<file path="src/rtl/score_display_driver.sv">
// Binary score to 4-digit active-low seven-segment packer.
// Sequential double-dabble conversion; display_queue only updates with a complete result.
module score_display_driver #(
    parameter int unsigned BIN_W         = 14,
    parameter int unsigned BLANK_LEADING = 1
) (
    input  logic             clk,
    input  logic             rst_n,
    input  logic [BIN_W-1:0] value,
    input  logic             update,
    output logic [27:0]      display_queue,
    output logic             busy,
    output logic             done
);

    typedef enum logic [1:0] {
        IDLE,
        CONVERT,
        ENCODE
    } state_t;

    localparam logic [BIN_W-1:0] MAX_SCORE = BIN_W'(9999);
    localparam logic [3:0]       LAST_ITER = 4'(BIN_W - 1);
    localparam logic [6:0]       SEG_BLANK = 7'b1111111;
    localparam logic [6:0]       SEG_DASH  = 7'b0111111;

    state_t           state_q, state_d;
    logic [BIN_W-1:0] shift_q, shift_d;
    logic [15:0]      bcd_q, bcd_d;
    logic [3:0]       count_q, count_d;
    logic             ovf_q, ovf_d;
    logic [27:0]      disp_q, disp_d;
    logic             busy_q, busy_d;
    logic             done_q, done_d;

    logic [15:0]      bcd_adj;
    logic [27:0]      encoded;
    logic             blank3, blank2, blank1;

    function automatic logic [6:0] seg7(input logic [3:0] d);
        case (d)
            4'd0:    seg7 = 7'b1000000;
            4'd1:    seg7 = 7'b1111001;
            4'd2:    seg7 = 7'b0100100;
            4'd3:    seg7 = 7'b0110000;
            4'd4:    seg7 = 7'b0011001;
            4'd5:    seg7 = 7'b0010010;
            4'd6:    seg7 = 7'b0000010;
            4'd7:    seg7 = 7'b1111000;
            4'd8:    seg7 = 7'b0000000;
            4'd9:    seg7 = 7'b0010000;
            default: seg7 = SEG_BLANK;
        endcase
    endfunction

    // Add-3 correction applied before each shift keeps every nibble within 0..9.
    always_comb begin
        bcd_adj = '0;
        for (int unsigned i = 0; i < 4; i++) begin
            if (bcd_q[4*i +: 4] >= 4'd5) begin
                bcd_adj[4*i +: 4] = bcd_q[4*i +: 4] + 4'd3;
            end else begin
                bcd_adj[4*i +: 4] = bcd_q[4*i +: 4];
            end
        end
    end

    // A digit blanks only if it and every digit above it are zero; units always show.
    always_comb begin
        blank3  = (BLANK_LEADING != 0) && (bcd_q[15:12] == 4'd0);
        blank2  = blank3 && (bcd_q[11:8] == 4'd0);
        blank1  = blank2 && (bcd_q[7:4] == 4'd0);
        encoded = {blank3 ? SEG_BLANK : seg7(bcd_q[15:12]),
                   blank2 ? SEG_BLANK : seg7(bcd_q[11:8]),
                   blank1 ? SEG_BLANK : seg7(bcd_q[7:4]),
                   seg7(bcd_q[3:0])};
        if (ovf_q) begin
            encoded = {4{SEG_DASH}};
        end
    end

    always_comb begin
        state_d = state_q;
        shift_d = shift_q;
        bcd_d   = bcd_q;
        count_d = count_q;
        ovf_d   = ovf_q;
        disp_d  = disp_q;
        busy_d  = busy_q;
        done_d  = 1'b0;
        case (state_q)
            IDLE: begin
                if (update) begin
                    shift_d = value;
                    ovf_d   = (value > MAX_SCORE);
                    bcd_d   = '0;
                    count_d = '0;
                    busy_d  = 1'b1;
                    state_d = CONVERT;
                end
            end
            CONVERT: begin
                bcd_d   = {bcd_adj[14:0], shift_q[BIN_W-1]};
                shift_d = {shift_q[BIN_W-2:0], 1'b0};
                count_d = count_q + 4'd1;
                if (count_q == LAST_ITER) begin
                    state_d = ENCODE;
                end
            end
            ENCODE: begin
                disp_d  = encoded;
                done_d  = 1'b1;
                busy_d  = 1'b0;
                state_d = IDLE;
            end
            default: state_d = IDLE;
        endcase
    end

    always_ff @(posedge clk or negedge rst_n) begin
        if (!rst_n) begin
            state_q <= IDLE;
            shift_q <= '0;
            bcd_q   <= '0;
            count_q <= '0;
            ovf_q   <= 1'b0;
            disp_q  <= '1;
            busy_q  <= 1'b0;
            done_q  <= 1'b0;
        end else begin
            state_q <= state_d;
            shift_q <= shift_d;
            bcd_q   <= bcd_d;
            count_q <= count_d;
            ovf_q   <= ovf_d;
            disp_q  <= disp_d;
            busy_q  <= busy_d;
            done_q  <= done_d;
        end
    end

    assign display_queue = disp_q;
    assign busy          = busy_q;
    assign done          = done_q;

endmodule
</file>
<file path="config.mk">
export PLATFORM = sky130hd
export DESIGN_NAME = score_display_driver
export DESIGN_NICKNAME = d
export VERILOG_FILES = /design/src/rtl/score_display_driver.sv
export SDC_FILE = /design/constraint.sdc
export NUM_CORES = 1
export LEC_CHECK = 0
export ABC_AREA = 1
export CAP_MARGIN = 20
export CORE_MARGIN = 10
export CORE_UTILIZATION = 50
export CTS_CLUSTER_SIZE = 14
export DETAILED_ROUTE_END_ITERATION = 10
export HOLD_SLACK_MARGIN = 0.05
export PLACE_DENSITY_LB_ADDON = 0.08
export RECOVER_POWER = 25
export SKIP_CTS_REPAIR_TIMING = 1
export SKIP_LAST_GASP = 1
export SLEW_MARGIN = 20
export SYNTH_ARGS = -nofsm -noshare
export SYNTH_HDL_FRONTEND = slang
export SYNTH_SLANG_ARGS = --single-unit
</file>
<file path="constraint.sdc">
create_clock -name clk -period 1.6 [get_ports clk]
set_clock_uncertainty 0.15 [all_clocks]
set_input_delay 0.4 -clock clk [delete_from_list [all_inputs] [get_ports clk]]
set_output_delay 0.4 -clock clk [all_outputs]
set_load 0.005 [all_outputs]
</file>
==> results.md, run 1 <==
- Hold path start: display_queue[13]$_DFFE_PN1P_
- Reg2reg start: bcd_q[4]$_DFFE_PN0P_
- Buffers plus inverters on the worst setup path: 1
- Fin crit share: between 90 and 100%
- CTS root buf: clkbuf_8
- HP Class: reg -> reg
- # fillers: between 600 and 700
- Syn_nets: approximately 510
- Slew HR: roughly three fifths
- Commonest cells post-synth: nand2_1, nor2_1, inv_1
- Biggest area consumer among synthesized cells: dfrtp_1
- Seq cells post-synth: 67
- Longest Clk Path Bufs: 2
- Design Area, Final: 4837 um2
- Wire per inst: between 10 and 15 um
- Starting Density: ~52%
- Max-cap viol count: 0
- Cell variety after synth: 31
- Core ar.: 7331 um2
- Num CTS Buffers: 9
- Worst slew pin tran: between 0.6 and 0.7 ns
- Mapped cell area: 3804 um2
- Average vias per placed instance: 5.135
- NumNets Final: roughly 600
- Number of routed nets with antenna violations: 0
- Async SR Flop Fraction: 100.0%
- Vias in the first global route: between 3,000 and 4,000
- TritonCTS clock tree: done
- CP max FO: 2
- Unrepaired setup endpoints after global routing: yes
- Fmax: approximately 640 MHz
- Status: complete, no violations
- Leading post-synthesis cells by cell area: dfrtp_1, dfstp_2, nand2_1
- Critical Path RT: 1.05 ns
- Count leader, synth: nand2_1
- Total grt overflow: 0
- Final WL: around 9000 um
- Placer Congestion: approximately 0.85
- Syn Inst Count: between 400 and 500
- Largest net degree at the start of global routing: 68
- Sequential element share of the synthesized area: around 45%
- CTS H-Tree Depth: 3
- Synthesis Warnings: 0
- Clock-pin slew on the worst setup and hold paths: roughly 0.070 ns
- Vias post-DR: approximately 3,300
- Critical Path Start: display_queue[6]$_DFFE_PN1P_
- Syn avg cell area: around 8.1 um2
- Crit path arrival time: slightly above 1 ns
- ANT cells: 0
- Die Width: 107.2 um
- PortBufs: 46
- Final count of negative-setup-slack endpoints: 0
- Max Slew Vio Count: 0
- CP delay by family, top: flip-flops
- Slowest CP cell: dfstp_2
- Hold Violations, Final: 0
- 1st-iter DRT viols: around 190
- Post-synth EDFFs: 0
- Sink Count: between 60 and 70
- GRT Util Overall: between 10% and 20%
- DRC violations left: 0
- I/O pin cnt: 47
- Post-layout minimum cycle time: ~1.6 ns
- CP peak stage delay: 0.53 ns
- Area fraction of the dominant cell type after synthesis: 25.66%
- Layout cells sized above 1: about a fifth
- Static leakage: 2.388 nW
- Placed inst area: around 4500 um2
- Clock latency on the worst-skew pair: ~0.33 ns
- Worst ir drop on vdd: 949.4 uV
- Area growth, synth to finish: 27.17%
- Die Span Y: 107.2 um
- Die footprint: ~11,000 um2
- CP Class: reg -> out
- Worst hold margin: roughly 0.32 ns
- Crit path capture type: output port
- Flop2flop setup slack: around 0.090 ns
- First-pass GRT wire length: ~15,000 um
- Primary FF master, synth: dfrtp_1
- Cell Pwr Density: about 2000 nW/um2
- Antenna violations before repair: 0
- Drt pass-1 iters: 4
- Setup crit start kind: register
- Detailed Place HPWL: between 6000 and 7000 um
- Crit path cell chain: dlymetal6s2s_1
- Row cnt: 31
## power breakdown
| part | internal, W | switching [W] | leakage [nW] |
|---|---|---|---|
| registers | 0.00257 | 0.000545 | 0.759 |
| logic | 0.00210 | 0.00285 | 1.53 |
| clock network | 0.000787 | 0.000596 | 0.0975 |
| total | 0.00546 | 0.00399 | 2.39 |
## cell families (layout without fill, tap and decap cells)
| group | count (synthesis) | after routing | share of synthesized area (%) |
|---|---|---|---|
| simple gates | 217 | 217 | 24.31 |
| compound gates | 88 | 88 | 13.62 |
| buf+inv | 68 | 143 | 7.829 |
| flops | 67 | 67 | 45.00 |
| fa+ha+maj | 26 | 26 | 8.553 |
| xor+xnor | 3 | 3 | 0.6909 |
## metrics by stage
step	std cells	utilization, %	setup WS (ns)	power, W	setup TNS [ns]
finish	643	65.98	0.02895	0.009449	0
floorplan	469	-	0.01735	0.006321	0
global placement	627	61.60	-0.1586	0.007823	-3.274
CTS	642	64.23	-0.3453	0.009418	-9.865
global route	643	65.98	-0.02632	0.01037	-0.1172
detailed placement	627	61.60	-0.2229	0.007985	-4.003
## worst paths after layout
| check | to | cells after the start |
|---|---|---|
| setup / recovery | display_queue[6] | 1 |
| hold / removal | display_queue[13]$_DFFE_PN1P_ | 2 |
| setup reg to reg | display_queue[11]$_DFFE_PN1P_ | 7 |
| hold reg to reg | display_queue[13]$_DFFE_PN1P_ | 2 |
| max in group asynchronous | bcd_q[9]$_DFFE_PN0P_ | 3 |
| min in group asynchronous | done$_DFF_PN0_ | 3 |
## cell type report
| type | instances | area [um2] | area share [%] |
|---|---|---|---|
| multi-input combinational | 334 | 1837 | 37.97 |
| inverter | 54 | 210.2 | 4.346 |
| timing repair buffer | 74 | 759.5 | 15.70 |
| clock buffer | 12 | 155.1 | 3.207 |
| clock inverter | 3 | 37.54 | 0.7760 |
| sequential | 67 | 1714 | 35.44 |
| tap | 99 | 123.9 | 2.561 |
## placed cells by master (no fill, tap or decap), types with 2 or more instances in the layout
cell / count
nor2_1: 60
inv_2: 7
buf_4: 25
nand2_2: 6
a21oi_1: 16
a21oi_2: 13
o21ai_0: 28
inv_4: 3
nand4_1: 2
ha_2: 3
clkinv_1: 3
nand3_2: 2
dfrtp_1: 37
or2_2: 3
nor3_1: 2
xor2_1: 2
nand2_1: 100
o211ai_1: 3
o22ai_1: 17
dlymetal6s2s_1: 30
nor2_2: 2
or2_0: 3
clkbuf_8: 11
dfrtp_2: 2
nand3_1: 32
nand3b_1: 2
inv_1: 43
ha_1: 22
nor2_4: 3
o21ai_1: 9
dfstp_2: 28
clkdlybuf4s50_1: 15
## sequential cells by signal, summed over array words and instances (netlist names)
register       flops
done               1
bcd_q             16
shift_q           14
state_q            2
count_q            4
display_queue     28
ovf_q              1
busy               1
## per-layer routing
metal	up-vias	routed length, um	track usage [%]
li1	1660	-	-
met5	-	0	0
met4	0	172	6.867
met2	56	4655	27.53
met3	13	257	2.395
met1	1573	3969	19.29
(Power assumes the default switching activity.)
==> run 2, diff against run 1 <==
--- a/config.mk
+++ b/config.mk
@@ -14,7 +14,6 @@
 export HOLD_SLACK_MARGIN = 0.05
 export PLACE_DENSITY_LB_ADDON = 0.08
 export RECOVER_POWER = 25
-export SKIP_CTS_REPAIR_TIMING = 1
 export SKIP_LAST_GASP = 1
 export SLEW_MARGIN = 20
 export SYNTH_ARGS = -nofsm -noshare
==> run 2 against run 1 <==
  * Global-route usage grew 0.18 points
  * Sequential power barely moved
  * Total power decreased by 2.0%
  * Largest cell class unchanged
  * Via count is 0.12% higher
  * Critical endpoint is now busy
==> results.md, run 2 (synthesis results as in run 1) <==
- CP Class: reg -> out (unchanged)
- Multi-input logic area: 1822 um2 (was 1837 um2)
- Num CTS Buffers: 9 (unchanged)
- Largest net degree at the start of global routing: 68 (unchanged)
- First-pass GRT wire length: 15,400 um (was 15,210 um)
- Starting Density: 51.89% (unchanged)
- Post-layout util: 62.98% (was 65.98%)
- Post-layout minimum cycle time: 1.538 ns (was 1.571 ns)
- Row cnt: 31 (unchanged)
- Drt pass-1 iters: 4 (unchanged)
- DRC violations left: 0 (unchanged)
- Number of routed nets with antenna violations: 0 (unchanged)
- Crit path cell chain: dlygate4sd2_1 (was dlymetal6s2s_1)
- Antenna violations before repair: 0 (unchanged)
- I/O pin cnt: 47 (unchanged)
- GRT Util Overall: 16.14% (was 15.97%)
- Worst slew pin tran: 0.6002 ns (was 0.6034 ns)
- Clk pwr share: 15.0% (was 14.6%)
- Static leakage: 2.246 nW (was 2.388 nW)
- Fmax: 650.1 MHz (was 636.5 MHz)
- Slowest CP cell: dfrtp_1 (was dfstp_2)
- Clock-pin slew on the worst setup and hold paths: 0.07 ns (about the same)
- CTS H-Tree Depth: 3 (unchanged)
- Core ar.: 7331 um2 (unchanged)
- Final count of negative-setup-slack endpoints: 0 (unchanged)
- Vias post-DR: 3,306 (was 3,302)
- Buffers plus inverters on the worst setup path: 1 (unchanged)
- Most frequent cells in the layout: nand2_1, nor2_1, inv_1 (unchanged)
- HP Class: reg -> reg (unchanged)
- CP max FO: 2 (unchanged)
- Clock latency on the worst-skew pair: 0.34 ns (was 0.33 ns)
- ANT cells: 0 (unchanged)
- Final WL: 8853 um (was 9055 um)
- Placed inst area: 4516 um2 (unchanged)
- Detailed Place HPWL: 6346 um (unchanged)
- Crit path arrival time: 0.99 ns (was 1.02 ns)
- Final total power: 0.009260 W (was 0.009449 W)
- Storage element area: 1714 um2 (unchanged)
- Final setup TNS: 0 ns (unchanged)
- Vias in the first global route: 3,322 (was 3,303)
- Net switching fraction of the power: 42.82% (was 42.21%)
- Area growth, synth to finish: 21.38% (was 27.17%)
- Cell Pwr Density: 2006 nW/um2 (was 1953 nW/um2)
- Final Worst Setup Slack: 0.06181 ns (was 0.02895 ns)
- Unrepaired setup endpoints after global routing: yes (unchanged)
- Wire per inst: 13.73 um (was 14.08 um)
- Status: complete, no violations (unchanged)
- CP delay by family, top: flip-flops (unchanged)
- Slew HR: 59.99% (was 59.77%)
- Crit path capture type: output port (unchanged)
- Average vias per placed instance: 5.126 (was 5.135)
- Crit. path cell count: 1 (unchanged)
- Placer Congestion: 0.8528 (unchanged)
- CTS root buf: clkbuf_8 (unchanged)
- Pre-CTS setup slack: -0.2229 ns (unchanged)
- Most common cell after layout, fill and taps aside: nand2_1 (unchanged)
- Die Span Y: 107.2 um (unchanged)
- Design Area, Final: 4617 um2 (was 4837 um2)
- Flop pwr share: 33.6% (was 33.0%)
- Die footprint: 11,500 um2 (unchanged)
- Net load switching power: 0.003965 W (was 0.003988 W)
- # fillers: 681 (was 653)
- Comb power frac: 51.4% (was 52.4%)
- PortBufs: 46 (unchanged)
- Max reg flops: 28 (unchanged)
- Die Width: 107.2 um (unchanged)
- Critical Path RT: 1.05 ns (about the same)
- Reg2Reg Depth: 7 (unchanged)
- Fin crit share: 96.14% (was 98.19%)
- CP peak stage delay: 0.39 ns (was 0.53 ns)
- Max-cap viol count: 0 (unchanged)
- Longest Clk Path Bufs: 2 (unchanged)
- Setup crit start kind: register (unchanged)
- 1st-iter DRT viols: 141 (was 186)
- TritonCTS clock tree: done (unchanged)
- Hold Violations, Final: 0 (unchanged)
- Worst ir drop on vdd: 945.7 uV (was 949.4 uV)
- Total grt overflow: 0 (unchanged)
- Sink Count: 67 (unchanged)
- Max Slew Vio Count: 0 (unchanged)
- Hold path depth: 2 (unchanged)
- Internal: 0.005295 W (was 0.005460 W)
- Layout cells sized above 1: 26.01% (was 20.96%)
- NumNets Final: 585 (was 583)
[run 2: cell types whose count changed in the layout (fill, tap and decap cells not counted), moves of 2 or more]
cell | before | now
dlymetal6s2s_1 | 30 | 0
buf_2 | 1 | 28
buf_4 | 25 | 27
dlygate4sd2_1 | 0 | 2
[run 2: power by group through the flow]
stage	combinational, W	sequential (W)	clock (W)
final	0.00476	0.00311	0.00139
after global routing	0.00545	0.00322	0.00149
after CTS	0.00471	0.00308	0.00143
after detailed placement	0.00487	0.00311	0
after global placement	0.00473	0.00309	0
after floorplan	0.00326	0.00306	0
[run 2: final timing paths]
kind,end,slack [ns],startpoint
hold / removal,display_queue[13]$_DFFE_PN1P_,0.32,display_queue[13]$_DFFE_PN1P_
setup / recovery,busy,0.06,busy$_DFFE_PN0P_
setup reg to reg,display_queue[11]$_DFFE_PN1P_,0.09,bcd_q[4]$_DFFE_PN0P_
min in group asynchronous,done$_DFF_PN0_,0.54,rst_n
hold reg to reg,display_queue[13]$_DFFE_PN1P_,0.32,display_queue[13]$_DFFE_PN1P_
max in group asynchronous,bcd_q[9]$_DFFE_PN0P_,0.31,rst_n
[run 2: per-layer routing]
layer / track usage, % / part of all wire, % / vias to the layer above
met5: 0 / 0 / -
met4: 6.867 / 1.7 / 0
met3: 2.874 / 3.9 / 10
met2: 27.57 / 50 / 51
met1: 19.47 / 44 / 1583
li1: - / - / 1662
[run 2: worst reg2reg max path: cells and delay by family, from the launching register on]
kind	cells	cell delay, ns
flops	1	0.35
compound gates	1	0.11
buf+inv	1	0.11
fa+ha+maj	2	0.40
simple gates	3	0.32
[run 2: final cells by class]
cell class	instances	area share [%]
clock buffer	12	3.360
timing repair buffer	76	12.06
clock inverter	3	0.8130
multi-input combinational	334	39.46
tap	99	2.683
sequential	67	37.13
inverter	54	4.499
[run 2: metrics by stage]
stage	hold WS, ns	cells
after floorplan	-0.04559	469
after global placement	0.2962	627
after detailed placement	0.2991	627
after CTS	0.3203	645
after global routing	0.3484	645
final	0.3187	645
[run 2: what timing repair did]
action / in CTS / in global routing
endpoints found under the hold margin: 39 / 0
setup buffers: 2 / 0
gates resized for setup: 112 / 23
hold buffers: 1 / 0
setup endpoints to repair: 34 / 28
==> run 3, diff against run 2 <==
--- a/config.mk
+++ b/config.mk
@@ -11,6 +11,7 @@
 export CORE_UTILIZATION = 50
 export CTS_CLUSTER_SIZE = 14
 export DETAILED_ROUTE_END_ITERATION = 10
+export GPL_ROUTABILITY_DRIVEN = 0
 export HOLD_SLACK_MARGIN = 0.05
 export PLACE_DENSITY_LB_ADDON = 0.08
 export RECOVER_POWER = 25
==> results of run 3 <==
Final layout, timing and power as in run 2 (identical DEF).
==> edit 1, RTL diff (config.mk and constraints of run 3) <==
Take the reset off `shift_q` and load it in a clocked block of its own.
--- a/src/rtl/score_display_driver.sv
+++ b/src/rtl/score_display_driver.sv
@@ -122,3 +122,2 @@
             state_q <= IDLE;
-            shift_q <= '0;
             bcd_q   <= '0;
@@ -131,3 +130,2 @@
             state_q <= state_d;
-            shift_q <= shift_d;
             bcd_q   <= bcd_d;
@@ -141,2 +139,6 @@
 
+    always_ff @(posedge clk) begin
+        shift_q <= shift_d;
+    end
+
     assign display_queue = disp_q;
Function: same outputs for any inputs over 10 cycles, from zero or initial values and one cycle with rst_n low; that may be too few to reach the edited logic, so the function may still have changed.
==> edit 1 against run 3 <==
Setup slack worse by 2.2 ps; sequential cell count unchanged; die area down 0.43%; cell area up 0.81%; total power down 1.8%; synthesized area down 0.53%; routed wire length up 0.32%; synthesized cell count up 3.0%; maximum frequency down 0.14%; critical path type unchanged; largest power group unchanged.
==> edit 1: results (changes against run 3) <==
Detailed routing
  • Met2 routed WL: 4340 microns (-2.0%)
  • Initial DRC count: 158 (+12%)
  • Avg Vias per Cell: 5.06 (-1.2%)
  • Routed length on met1: 3960 microns (+0.94%)
  • Wire length per cell: 13.4 microns (-2.6%)

Yosys
  • Mapped Nets: 526 (+2.7%)
  • Commonest cells post-synth: nand2_1, nor2_1, inv_1
  • Ys flop type: dfstp_2
  • Largest cells by area after synthesis: dfstp_2, nand2_1, dfrtp_1
  • Sequential-to-total area share from yosys stat: 47.1% (+2.1 points)
  • Asr flop ratio synth: 79.1% (-21 points)
  • Post-synth EDFFs: 14 (+14)

STA
  • Worst-Margin Slew: 712 ps (+112 ps)

Status
  • Status: finished clean

Clock tree
  • TritonCTS buffer count: 9 (unchanged)
  • CTS root buffer: clkbuf_8

Finish
  • Layout cells sized above 1: 23.7% (-2.3 points)
  • Final Net Count: 603 (+3.1%)

GRT
  • M3 GR Usage: 3.59% (+0.72 points)
  • Met1 Usage GRT: 19.4% (-0.047 points)
  • Total track usage: 16.1% (about the same)
  • Vias in the first global route: 3477 (+4.7%)
  • Global-route wire length before repair: 15400 microns (+0.32%)
  • Largest net degree at the start of global routing: 54 (-21%)
  • GR Util met2: 27.3% (-0.23 points)

Power and ir drop
  • Leakage power: 0.00232 uW (+3.4%)
  • Maximum vdd drop: 0.00115 V (+21%)

Place
  • Post-DP HPWL: 6380 microns (+0.61%)
  • Placed cell areas: 0.00456 sq mm (+1.0%)
edit 1: changes by cell type in the layout (fill, tap and decap cells not counted), sizes merged, moves of 6 or more:
cell | run 3 | this run
inv | 53 | 40
nand2 | 106 | 170
dfrtp | 39 | 25
a21oi | 29 | 20
edfxtp | 0 | 14
o21ai | 38 | 32
o22ai | 17 | 1
edit 1: logic make-up (layout without fill, tap and decap cells):
kind of cell	after synthesis	after routing	synth area share, %
XOR/XNOR	2	2	0.463
flip-flops	67	67	47.1
AO/OA/AOI/OAI	60	60	8.50
buffers and inverters	55	137	5.99
AND/OR/NAND/NOR	273	273	29.4
adder cells (fa/ha/maj)	26	26	8.60
edit 1: metrics by stage:
| stage | power, uW | cells | hold WS (ps) | setup slack (ps) |
|---|---|---|---|---|
| floorplan | 6040 | 483 | -45.6 | 16.9 |
| global placement | 7690 | 646 | 266 | -44.9 |
| detailed placement | 7810 | 646 | 270 | -73.5 |
| CTS | 9000 | 663 | 317 | -73.6 |
| global route | 10000 | 664 | 328 | -6.81 |
| finish | 9090 | 664 | 308 | 59.6 |
edit 1: area by class of cell:
type                       instances  area (sq um)
clock buffer                      13           139
clock inverter                     3          40.0
fill                             698          2640
inverter                          40           150
multi-input combinational        361          1830
sequential                        67          1780
tap                               99           124
timing repair buffer              81           591
edit 1: worst paths after layout:
kind / startpoint / slack (ps) / endpoint
worst min-delay path: display_queue[13]$_DFFE_PN1P_ / 310 / display_queue[13]$_DFFE_PN1P_
worst min register to register: display_queue[13]$_DFFE_PN1P_ / 310 / display_queue[13]$_DFFE_PN1P_
worst max-delay path: busy$_DFFE_PN0P_ / 60 / busy
min in group asynchronous: rst_n / 590 / bcd_q[5]$_DFFE_PN0P_
worst max register to register: bcd_q[4]$_DFFE_PN0P_ / 80 / display_queue[11]$_DFFE_PN1P_
max in group asynchronous: rst_n / 170 / bcd_q[10]$_DFFE_PN0P_
edit 1: timing repair:
item                                    in CTS  in global routing
endpoints found under the hold margin       25                  0
endpoints found under the setup margin      33                 24
resized for setup                          113                 23
pin swaps                                    0                  4
hold buffers                                 1                  0
buffers inserted                             0                  1
edit 1: worst register-to-register path: stages, from the launching register on:
cell and delay [ps]:
dfrtp_1 400, inv_2 70, ha_4 160, ha_1 170, or2_2 280, nand2_1 70
nor2_1 50, a21oi_2 110
edit 1: power breakdown:
| part | total [uW] | internal (uW) | switching, uW | leakage, uW |
|---|---|---|---|---|
| clock | 1340 | 718 | 626 | 0.0000914 |
| sequential | 3220 | 2690 | 528 | 0.000748 |
| combinational | 4530 | 1870 | 2660 | 0.00148 |
| total | 9090 | 5280 | 3810 | 0.00232 |
==> edit 2, RTL diff (flow settings as in run 3) <==
Made on the original files. Change the parameter `BIN_W` from 14 to 28.
--- a/src/rtl/score_display_driver.sv
+++ b/src/rtl/score_display_driver.sv
@@ -3,3 +3,3 @@
 module score_display_driver #(
-    parameter int unsigned BIN_W         = 14,
+    parameter int unsigned BIN_W         = 28,
     parameter int unsigned BLANK_LEADING = 1
Ports: changed (resized value); port bits go from 47 to 61. No check against the original RTL was run, so the function may have changed too.
==> edit 2 against run 3 <==
Setup slack lost 24 ps; highest routed layer unchanged; global-route usage grew 0.68 points; cell area grew 20%; synthesized area grew 15%; sequential cell count grew 14; total power grew 4.6%; largest power group unchanged; combinational power shrank 2%; synthesized cell count grew 17%; non-clock buffer count grew 38; routed wire length grew 22%.
==> edit 2: results (changes against run 3) <==
Finish
  • Layout cells sized above 1: 23.9% (-2.1 points)
  • Final Net Count: 713 (+22%)
  • # fillers: 708 (+4.0%)

Yosys
  • Largest cells by area after synthesis: dfrtp_1, dfstp_2, nand2_1
  • Synthesized netlist cell count: 548 (+17%)
  • Mapped Nets: 604 (+18%)
  • Synth cell types: 27 (-13%)
  • Commonest cells post-synth: nand2_1, nor2_1, dfrtp_1

Setup path
  • CP max stage delay: 550 ps (+160 ps)
  • Worst r2r dst: bcd_q[14]$_DFFE_PN0P_
  • RR Startpoint: bcd_q[13]$_DFFE_PN0P_
  • Worst R2R Path Depth: 8 (+1)
  • CP max stage cell: dfstp_2
  • WP data arrival: 1010 ps (+20 ps)

Detailed routing
  • WL final: 10800 microns (+22%)
  • Avg Vias per Cell: 5.12 (-0.19%)
  • Initial DRC count: 214 (+52%)

STA
  • Tmin final: 1560 ps (+24.4 ps)
  • Worst-Margin Slew: 541 ps (-59.1 ps)

GRT
  • Global-route wire length before repair: 18100 microns (+17%)
  • Largest net degree at the start of global routing: 29 (-57%)
  • Total track usage: 16.8% (+0.68 points)

Clock tree
  • CTS root buffer: clkbuf_8
  • H-tree levels: 3 (unchanged)

Place
  • Dpl cells: 745 (+19%)

Power and ir drop
  • Maximum vdd drop: 0.000979 V (+3.5%)
  • Leakage power: 0.00266 uW (+19%)

Status
  • Status: finished clean
[edit 2: cell types whose count changed after synthesis, sizes merged, moves of 4 or more]
cell / before / now
nor2: 65 / 86
dfrtp: 39 / 53
o21ai: 38 / 45
o211ai: 3 / 13
nand2: 106 / 153
or2: 6 / 2
a21oi: 29 / 33
nand3: 34 / 20
a22oi: 0 / 10
o22ai: 17 / 2
[edit 2: routing by layer]
metal,wire [microns],global-route usage (%)
met4,195,6.26
met2,5110,27.4
met5,0,0
met3,693,4.81
met1,4830,20.6
[edit 2: kinds of logic (layout without fill, tap and decap cells)]
kind of cell             count (synthesis)  in the layout  share of synthesized area, %
AND/OR/NAND/NOR                        266            266                          24.6
AO/OA/AOI/OAI                          108            108                          14.2
flip-flops                              81             81                          47.3
buffers and inverters                   67            181                          6.41
adder cells (fa/ha/maj)                 25             25                          7.18
XOR/XNOR                                 1              1                         0.201
[edit 2: worst max-delay path by stage]
stage	depth (start not counted)	to	startpoint
2_1_floorplan	9	bcd_q[1]$_DFFE_PN0P_	bcd_q[0]$_DFFE_PN0P_
3_3_place_gp	6	shift_q[5]$_DFFE_PN0P_	update
3_5_place_dp	6	shift_q[2]$_DFFE_PN0P_	update
4_1_cts	1	display_queue[5]	display_queue[5]$_DFFE_PN1P_
5_1_grt	9	bcd_q[1]$_DFFE_PN0P_	bcd_q[0]$_DFFE_PN0P_
6_report	1	display_queue[5]	display_queue[5]$_DFFE_PN1P_
[edit 2: repair_timing]
item                                    CTS  global route
pin swaps                                 1             2
resized for setup                       112            29
cloned                                    0             0
hold endpoints to repair                 16             0
hold buffers                              1             0
endpoints found under the setup margin   31            30
setup buffers                             2             3
[edit 2: area by class of cell]
class                   count  area [sq um]  area share, %
clock buffers              12           155           2.79
well taps                 105           131           2.36
clock inverters             4          51.3          0.923
repair buffers            114           916           16.5
inverters                  51           191           3.44
flip-flops and latches     81          2060           37.1
multi-input cells         400          2050           36.9
[edit 2: report_power, final]
group / internal, uW / total, uW / switching (uW)
Combinational: 2010 / 4670 / 2650
Sequential: 2930 / 3460 / 528
Clock: 808 / 1560 / 750
Total: 5750 / 9690 / 3930
[edit 2: worst register-to-register path: cells and delay by family (launching register included)]
kind,cells,cell delay (ps)
flops,1,410
buf+inv,2,210
fa+ha+maj,1,190
compound gates,1,100
simple gates,4,330
[edit 2: per-stage QoR]
stage / area, sq um / hold slack (ps) / TNS, ps / power, uW / util (%)
2_1_floorplan: 4360 / -45.6 / 0 / 6230 / -
3_3_place_gp: 5420 / 159 / -9130 / 7970 / 65.0
3_5_place_dp: 5420 / 161 / -9510 / 8110 / 65.0
4_1_cts: 5510 / 317 / -109 / 9570 / 66.1
5_1_grt: 5560 / 344 / -37.7 / 10500 / 66.6
6_report: 5560 / 315 / 0 / 9690 / 66.6
